$ cat src/rtl/decod_pkg.sv
// Shared types for the opcode sequencer: FSM state encoding and opcode names.
package decod_pkg;

   typedef enum logic [1:0] {
      ST_IDLE = 2'd0,
      ST_EXEC = 2'd1,
      ST_DONE = 2'd2
   } state_t;

   localparam logic [2:0] OP_SOMA  = 3'd0;
   localparam logic [2:0] OP_SUB   = 3'd1;
   localparam logic [2:0] OP_MULTI = 3'd2;
   localparam logic [2:0] OP_DIV   = 3'd3;
   localparam logic [2:0] OP_AND   = 3'd4;
   localparam logic [2:0] OP_OR    = 3'd5;
   localparam logic [2:0] OP_XOR   = 3'd6;
   localparam logic [2:0] OP_NOT   = 3'd7;

   // True when opcode value v names a legal operation for a decoder of n ops.
   function automatic logic op_legal(input int unsigned v, input int unsigned n);
      return (v < n);
   endfunction

endpackage

$ cat src/rtl/decodificador_op_seq_if.sv
// Opcode request / decode-result bundle between an issuer (master) and the sequencer (slave).
// Request side is valid/ready; result side is a set of registered status outputs.
interface decodificador_op_seq_if #(
   parameter int OP_W    = 3,
   parameter int NUM_OPS = 8
);
   logic                op_valid;
   logic [OP_W-1:0]     op;
   logic                op_ready;
   logic [NUM_OPS-1:0]  sel;
   logic [OP_W-1:0]     op_q;
   logic                busy;
   logic                done;
   logic                illegal;

   modport master (
      output op_valid, op,
      input  op_ready, sel, op_q, busy, done, illegal
   );

   modport slave (
      input  op_valid, op,
      output op_ready, sel, op_q, busy, done, illegal
   );
endinterface

$ cat src/rtl/decod_onehot.sv
// Combinational opcode-to-one-hot decoder, zero output for opcodes >= NUM_OPS.
// Latency 0; no flow control.
module decod_onehot #(
   parameter int OP_W    = 3,
   parameter int NUM_OPS = 8
) (
   input  logic [OP_W-1:0]    i_op,
   output logic [NUM_OPS-1:0] o_sel
);

   always_comb begin
      o_sel = '0;
      for (int i = 0; i < NUM_OPS; i++) begin
         if (i_op == OP_W'(i)) begin
            o_sel[i] = 1'b1;
         end
      end
   end

endmodule

$ cat src/rtl/decodificador_op_seq.sv
// Opcode sequencer: IDLE/EXEC/DONE, done 1 cycle after accept (MC_LAT+1 for multi-cycle ops).
// op_ready low only in EXEC; optional abort port with `define DECOD_ABORT_EN.
module decodificador_op_seq
   import decod_pkg::*;
#(
   parameter int                 OP_W    = 3,
   parameter int                 NUM_OPS = 8,
   parameter logic [NUM_OPS-1:0] MC_MASK = NUM_OPS'(12),
   parameter int                 MC_LAT  = 4
) (
   input  logic                  clk,
   input  logic                  rst_n,
`ifdef DECOD_ABORT_EN
   input  logic                  abort,
`endif
   decodificador_op_seq_if.slave bus
);

   localparam int CNT_W = (MC_LAT > 1) ? $clog2(MC_LAT) : 1;
   localparam int CMP_W = OP_W + 1;

   state_t               r_state, w_state_nxt;
   logic [CNT_W-1:0]     r_cnt, w_cnt_nxt;
   logic [NUM_OPS-1:0]   r_sel, w_sel_nxt;
   logic [OP_W-1:0]      r_op_q, w_op_q_nxt;

   logic [NUM_OPS-1:0]   w_onehot;
   logic                 w_ready;
   logic                 w_accept;
   logic                 w_multi;
   logic                 w_abort;
   logic                 w_illegal_q;

   decod_onehot #(
      .OP_W    (OP_W),
      .NUM_OPS (NUM_OPS)
   ) u_onehot (
      .i_op  (bus.op),
      .o_sel (w_onehot)
   );

   assign w_ready  = (r_state != ST_EXEC);
   assign w_accept = bus.op_valid && w_ready;
   // An out-of-range opcode decodes to zero, so it can never hit an MC_MASK bit.
   assign w_multi  = |(w_onehot & MC_MASK);

`ifdef DECOD_ABORT_EN
   assign w_abort  = abort && (r_state != ST_IDLE);
`else
   assign w_abort  = 1'b0;
`endif

   always_comb begin
      w_state_nxt = r_state;
      w_cnt_nxt   = r_cnt;
      w_sel_nxt   = r_sel;
      w_op_q_nxt  = r_op_q;

      case (r_state)
         ST_IDLE, ST_DONE: begin
            if (w_accept) begin
               w_op_q_nxt = bus.op;
               w_sel_nxt  = w_onehot;
               if (w_multi) begin
                  w_state_nxt = ST_EXEC;
                  w_cnt_nxt   = CNT_W'(MC_LAT - 1);
               end else begin
                  w_state_nxt = ST_DONE;
               end
            end else if (r_state == ST_DONE) begin
               w_state_nxt = ST_IDLE;
               w_sel_nxt   = '0;
            end
         end
         ST_EXEC: begin
            if (r_cnt == '0) begin
               w_state_nxt = ST_DONE;
            end else begin
               w_cnt_nxt = r_cnt - CNT_W'(1);
            end
         end
         default: begin
            w_state_nxt = ST_IDLE;
            w_sel_nxt   = '0;
            w_cnt_nxt   = '0;
         end
      endcase

      // Abort outranks everything, including an accept in DONE.
      if (w_abort) begin
         w_state_nxt = ST_IDLE;
         w_sel_nxt   = '0;
         w_cnt_nxt   = '0;
         w_op_q_nxt  = r_op_q;
      end
   end

   always_ff @(posedge clk or negedge rst_n) begin
      if (!rst_n) begin
         r_state <= ST_IDLE;
         r_cnt   <= '0;
         r_sel   <= '0;
         r_op_q  <= '0;
      end else begin
         r_state <= w_state_nxt;
         r_cnt   <= w_cnt_nxt;
         r_sel   <= w_sel_nxt;
         r_op_q  <= w_op_q_nxt;
      end
   end

   assign w_illegal_q  = !op_legal(int'({1'b0, r_op_q}), NUM_OPS);

   assign bus.op_ready = w_ready;
   assign bus.sel      = r_sel;
   assign bus.op_q     = r_op_q;
   assign bus.busy     = (r_state == ST_EXEC);
   assign bus.done     = (r_state == ST_DONE);
   assign bus.illegal  = (r_state == ST_DONE) && w_illegal_q;

   // Structural invariants of the select register and handshake.
   a_sel_onehot0 : assert property (@(posedge clk) disable iff (!rst_n) $onehot0(r_sel));
   a_busy_ready  : assert property (@(posedge clk) disable iff (!rst_n) !(bus.busy && bus.op_ready));
   a_busy_done   : assert property (@(posedge clk) disable iff (!rst_n) !(bus.busy && bus.done));

   // Width of the comparison operand is kept explicit for NUM_OPS == 2**OP_W.
   logic [CMP_W-1:0] w_num_ops_unused;
   assign w_num_ops_unused = CMP_W'(NUM_OPS);

endmodule
$ cat src/flat_wrapper.sv
// flat-port wrapper written by rule: the top's interface ports become plain ports
module decodificador_op_seq_flat import decod_pkg::*;
#(
   parameter int                 OP_W    = 3,
   parameter int                 NUM_OPS = 8,
   parameter logic [NUM_OPS-1:0] MC_MASK = NUM_OPS'(12),
   parameter int                 MC_LAT  = 4
)
  (clk, rst_n, bus_op_valid, bus_op, bus_op_ready, bus_sel, bus_op_q, bus_busy, bus_done, bus_illegal);
  decodificador_op_seq_if #(.OP_W(OP_W), .NUM_OPS(NUM_OPS)) bus_i ();
  input  logic clk;
  input  logic rst_n;
  input wire logic [$bits(bus_i.op_valid)-1:0] bus_op_valid;
  input wire logic [$bits(bus_i.op)-1:0] bus_op;
  output wire logic [$bits(bus_i.op_ready)-1:0] bus_op_ready;
  output wire logic [$bits(bus_i.sel)-1:0] bus_sel;
  output wire logic [$bits(bus_i.op_q)-1:0] bus_op_q;
  output wire logic [$bits(bus_i.busy)-1:0] bus_busy;
  output wire logic [$bits(bus_i.done)-1:0] bus_done;
  output wire logic [$bits(bus_i.illegal)-1:0] bus_illegal;
  assign bus_i.op_valid = bus_op_valid;
  assign bus_i.op = bus_op;
  assign bus_op_ready = bus_i.op_ready;
  assign bus_sel = bus_i.sel;
  assign bus_op_q = bus_i.op_q;
  assign bus_busy = bus_i.busy;
  assign bus_done = bus_i.done;
  assign bus_illegal = bus_i.illegal;
  decodificador_op_seq #(.OP_W(OP_W), .NUM_OPS(NUM_OPS), .MC_MASK(MC_MASK), .MC_LAT(MC_LAT)) u_core (.clk(clk), .rst_n(rst_n), .bus(bus_i));
endmodule
$ cat config.mk
export PLATFORM = sky130hd
export DESIGN_NAME = decodificador_op_seq_flat
export DESIGN_NICKNAME = d
export VERILOG_FILES = /design/src/rtl/decod_pkg.sv /design/src/rtl/decodificador_op_seq_if.sv /design/src/rtl/decod_onehot.sv /design/src/rtl/decodificador_op_seq.sv /design/src/flat_wrapper.sv
export SDC_FILE = /design/constraint.sdc
export NUM_CORES = 1
export LEC_CHECK = 0
export CAP_MARGIN = 5
export CORE_ASPECT_RATIO = 1.4
export CORE_MARGIN = 3
export CORE_UTILIZATION = 42
export DETAILED_ROUTE_END_ITERATION = 6
export HOLD_SLACK_MARGIN = 0.15
export PLACE_DENSITY = 0.73
export SKIP_CTS_REPAIR_TIMING = 1
export SYNTH_ARGS = -nofsm -noshare
export SYNTH_HDL_FRONTEND = slang
export SYNTH_HIERARCHICAL = 1
export SYNTH_SLANG_ARGS = --single-unit
$ cat constraint.sdc
create_clock -name clk -period 1.2 [get_ports clk]
set_clock_uncertainty 0.15 [all_clocks]
set_input_delay 0.24 -clock clk [delete_from_list [all_inputs] [get_ports clk]]
set_output_delay 0.24 -clock clk [all_outputs]
set_load 0.05 [all_outputs]
==> metrics.cfg, run 1 <==
[clock_tree]
clock_latency_ns = 0.29
clk_pin_slew_ns = 0.09
cts_num_sinks = 15
numCtsBuffers = 3
htree_levels = 1
cts-root-buf = clkbuf_4
clockBufferDepth = 2
cts_tree = yes

[power_and_ir_drop]
ir_drop_mv = 1.12
leakage_uw = 0.000831
power_density_mw_per_mm2 = 1710
p_total_uw = 2660

[global_route]
busiest_layer = met2
met2_usage = 0.288
grt_pass1_wl_microns = 3060
gr-total-overflow = 0
grtUsageMet1 = 0.178
met3_usage = 0.0252
grt_max_degree = 16
antenna_found_initial = 0
grt_pass1_vias = 767
grtUsageTotal = 0.163

[timing]
fin_crit_sh = 1.28
setup_viol = 29
fin_ws_ns = -0.337
fmax_ghz = 0.651
min_period_ns = 1.54
slew_violations = 0
rsz0062_at_grt = yes
fin_setup_tns_ns = -2.69
finalHoldViolations = 0

[synthesis]
netlist_instances = 83
netlist-cell-type-count = 26
ys_ff_latch = 15
yosysWarnings = 6
synth_area_sq_um = 793
yosysSeqAreaShare = 0.473
avgSynthCellArea_sq_um = 9.56
synth_nets = 90

[setup_path]
critPathMaxFanout = 2
critPathLaunchType = flop
worst_setup_path_end_kind = output port
crit_type = flop to output port
r2r-start = u_core/r_state[0]
required_ns = 0.81
crit_start = u_core/r_state[1]
cp.arrival_ns = 1.15

[run_status]
status = complete, but fails checks
violations = setup timing

[layout]
drive_gt1_frac = 0.661
finalNonFillerCells = 147
syn_to_final_growth_pct = 96.1
fillers = 81
n_antenna_cell = 0
final-seq-area_sq_um = 375
multi_input_area_sq_um = 514
nNetsFinal = 135

[floorplan]
dieArea_sq_mm = 0.00245
die_w_microns = 42.7
start_util = 0.446
die_h_microns = 57.4
ios = 21
rows = 18
coreArea_sq_mm = 0.00178

[detailed_routing]
wl_microns = 2880
detail-route-antenna-nets = 0
dr.pass1.iters = 4
vias_per_cell = 5.46
drtIter0Drc = 8
drcViolationCount = 0
wl_per_cell_microns = 19.6
vias = 803

[min_path]
hold_path.class = input port to flop
hp-start = bus_op[1]

[placement]
io_buffers = 19
place_inst = 135
gp_congestion = 0.751
dp_hpwl_microns = 1420

[run]
drv_cap = 0

synthesized netlist by cell type, drive strengths merged:
library cell | instances | share of area
and2b | 2 | 0.019
o22ai | 1 | 0.0079
nor2 | 1 | 0.0047
a221oi | 1 | 0.019
inv | 4 | 0.019
nand2 | 28 | 0.13
and3b | 3 | 0.038
o21ai | 2 | 0.013
conb | 1 | 0.0047
and3 | 1 | 0.0095
a21o | 1 | 0.0095
nor2b | 1 | 0.017
nand3b | 8 | 0.076
dfrtp | 15 | 0.47
or2 | 1 | 0.011
buf | 4 | 0.052
a22oi | 1 | 0.016
a21oi | 1 | 0.0063
ha | 1 | 0.016
nor3b | 3 | 0.028
nand2b | 1 | 0.017
nor3 | 1 | 0.0063
clkbuf | 1 | 0.0047
layout by cell type (no fill, tap or decap), types with 2 or more instances in the layout:
master,count
buf_4,19
buf_12,16
dfrtp_1,15
nand2_4,12
nand2_2,11
nand3b_1,8
nand2_1,5
clkbuf_4,3
dlymetal6s2s_1,3
buf_6,3
and3b_2,3
clkdlybuf4s50_1,2
inv_2,2
and2b_4,2
nor3b_1,2
per-layer routing:
| metal | routed length [microns] | vias up |
|---|---|---|
| li1 | - | 357 |
| met4 | 100 | 0 |
| met3 | 120 | 11 |
| met1 | 1060 | 403 |
| met5 | 0 | - |
| met2 | 1600 | 32 |
metrics by stage:
step / worst slack [ns] / area (sq um) / hold slack [ns] / util
2_1_floorplan: -0.0245 / 808 / -0.206 / -
6_report: -0.337 / 1560 / 0.272 / 0.874
4_1_cts: -0.326 / 1290 / 0.134 / 0.726
3_3_place_gp: -0.523 / 1270 / 0.374 / 0.712
3_5_place_dp: -0.548 / 1270 / 0.384 / 0.712
5_1_grt: -0.370 / 1560 / 0.269 / 0.874
state kept, by name, indices dropped and copies added, names as in the netlist:
| register | flops |
|---|---|
| u_core/bus.op_q | 3 |
| u_core/r_cnt | 2 |
| u_core/r_state | 2 |
| u_core/bus.sel | 8 |
worst paths after layout:
| kind | endpoint | slack, ns | cells after the start |
|---|---|---|---|
| max | bus_op_ready | -0.34 | 3 |
| max reg2reg | u_core/r_cnt[0] | -0.15 | 5 |
| min | u_core/bus.op_q[1] | 0.27 | 4 |
| min reg2reg | u_core/bus.op_q[1] | 0.44 | 2 |
| max in group asynchronous | u_core/bus.op_q[1] | 0.05 | 3 |
| min in group asynchronous | u_core/bus.sel[2] | 0.67 | 3 |
layout make-up:
| type | count | share of cell area |
|---|---|---|
| multi-input cells | 59 | 0.331 |
| inverters | 4 | 0.0161 |
| repair buffers | 45 | 0.379 |
| well taps | 20 | 0.0161 |
| flip-flops and latches | 15 | 0.241 |
| clock buffers | 4 | 0.0169 |
worst max-delay path, stage by stage (launching register included):
cell and delay (ns):
dfrtp_1 0.38, and2b_4 0.30, inv_8 0.04, buf_12 0.14
kinds of logic after synthesis:
kind of cell | share of synthesized area
and+or+nand+nor | 0.360
DFF | 0.473
other | 0.00473
adders and majority gates | 0.0158
AOI/OAI and AO/OA | 0.0710
buffers and inverters | 0.0757
power breakdown:
part           switching (uW)  total (uW)  internal (uW)
clock network             162         291            129
registers                95.7         704            609
logic                     834        1660            830
total                    1090        2660           1570
Power figures use the tool's default switching activity.
==> inputs of run 2 (changes only) <==
--- a/config.mk
+++ b/config.mk
@@ -9,6 +9,7 @@
 export CORE_ASPECT_RATIO = 1.4
 export CORE_MARGIN = 3
 export CORE_UTILIZATION = 42
+export CTS_CLUSTER_DIAMETER = 200
 export DETAILED_ROUTE_END_ITERATION = 6
 export HOLD_SLACK_MARGIN = 0.15
 export PLACE_DENSITY = 0.73
==> results of run 2 <==
Final layout, timing and power as in run 1 (identical DEF).
==> inputs of run 3 (changes only) <==
--- a/config.mk
+++ b/config.mk
@@ -5,7 +5,6 @@
 export SDC_FILE = /design/constraint.sdc
 export NUM_CORES = 1
 export LEC_CHECK = 0
-export CAP_MARGIN = 5
 export CORE_ASPECT_RATIO = 1.4
 export CORE_MARGIN = 3
 export CORE_UTILIZATION = 42
==> results of run 3 <==
Final layout, timing and power as in run 1 (identical DEF).
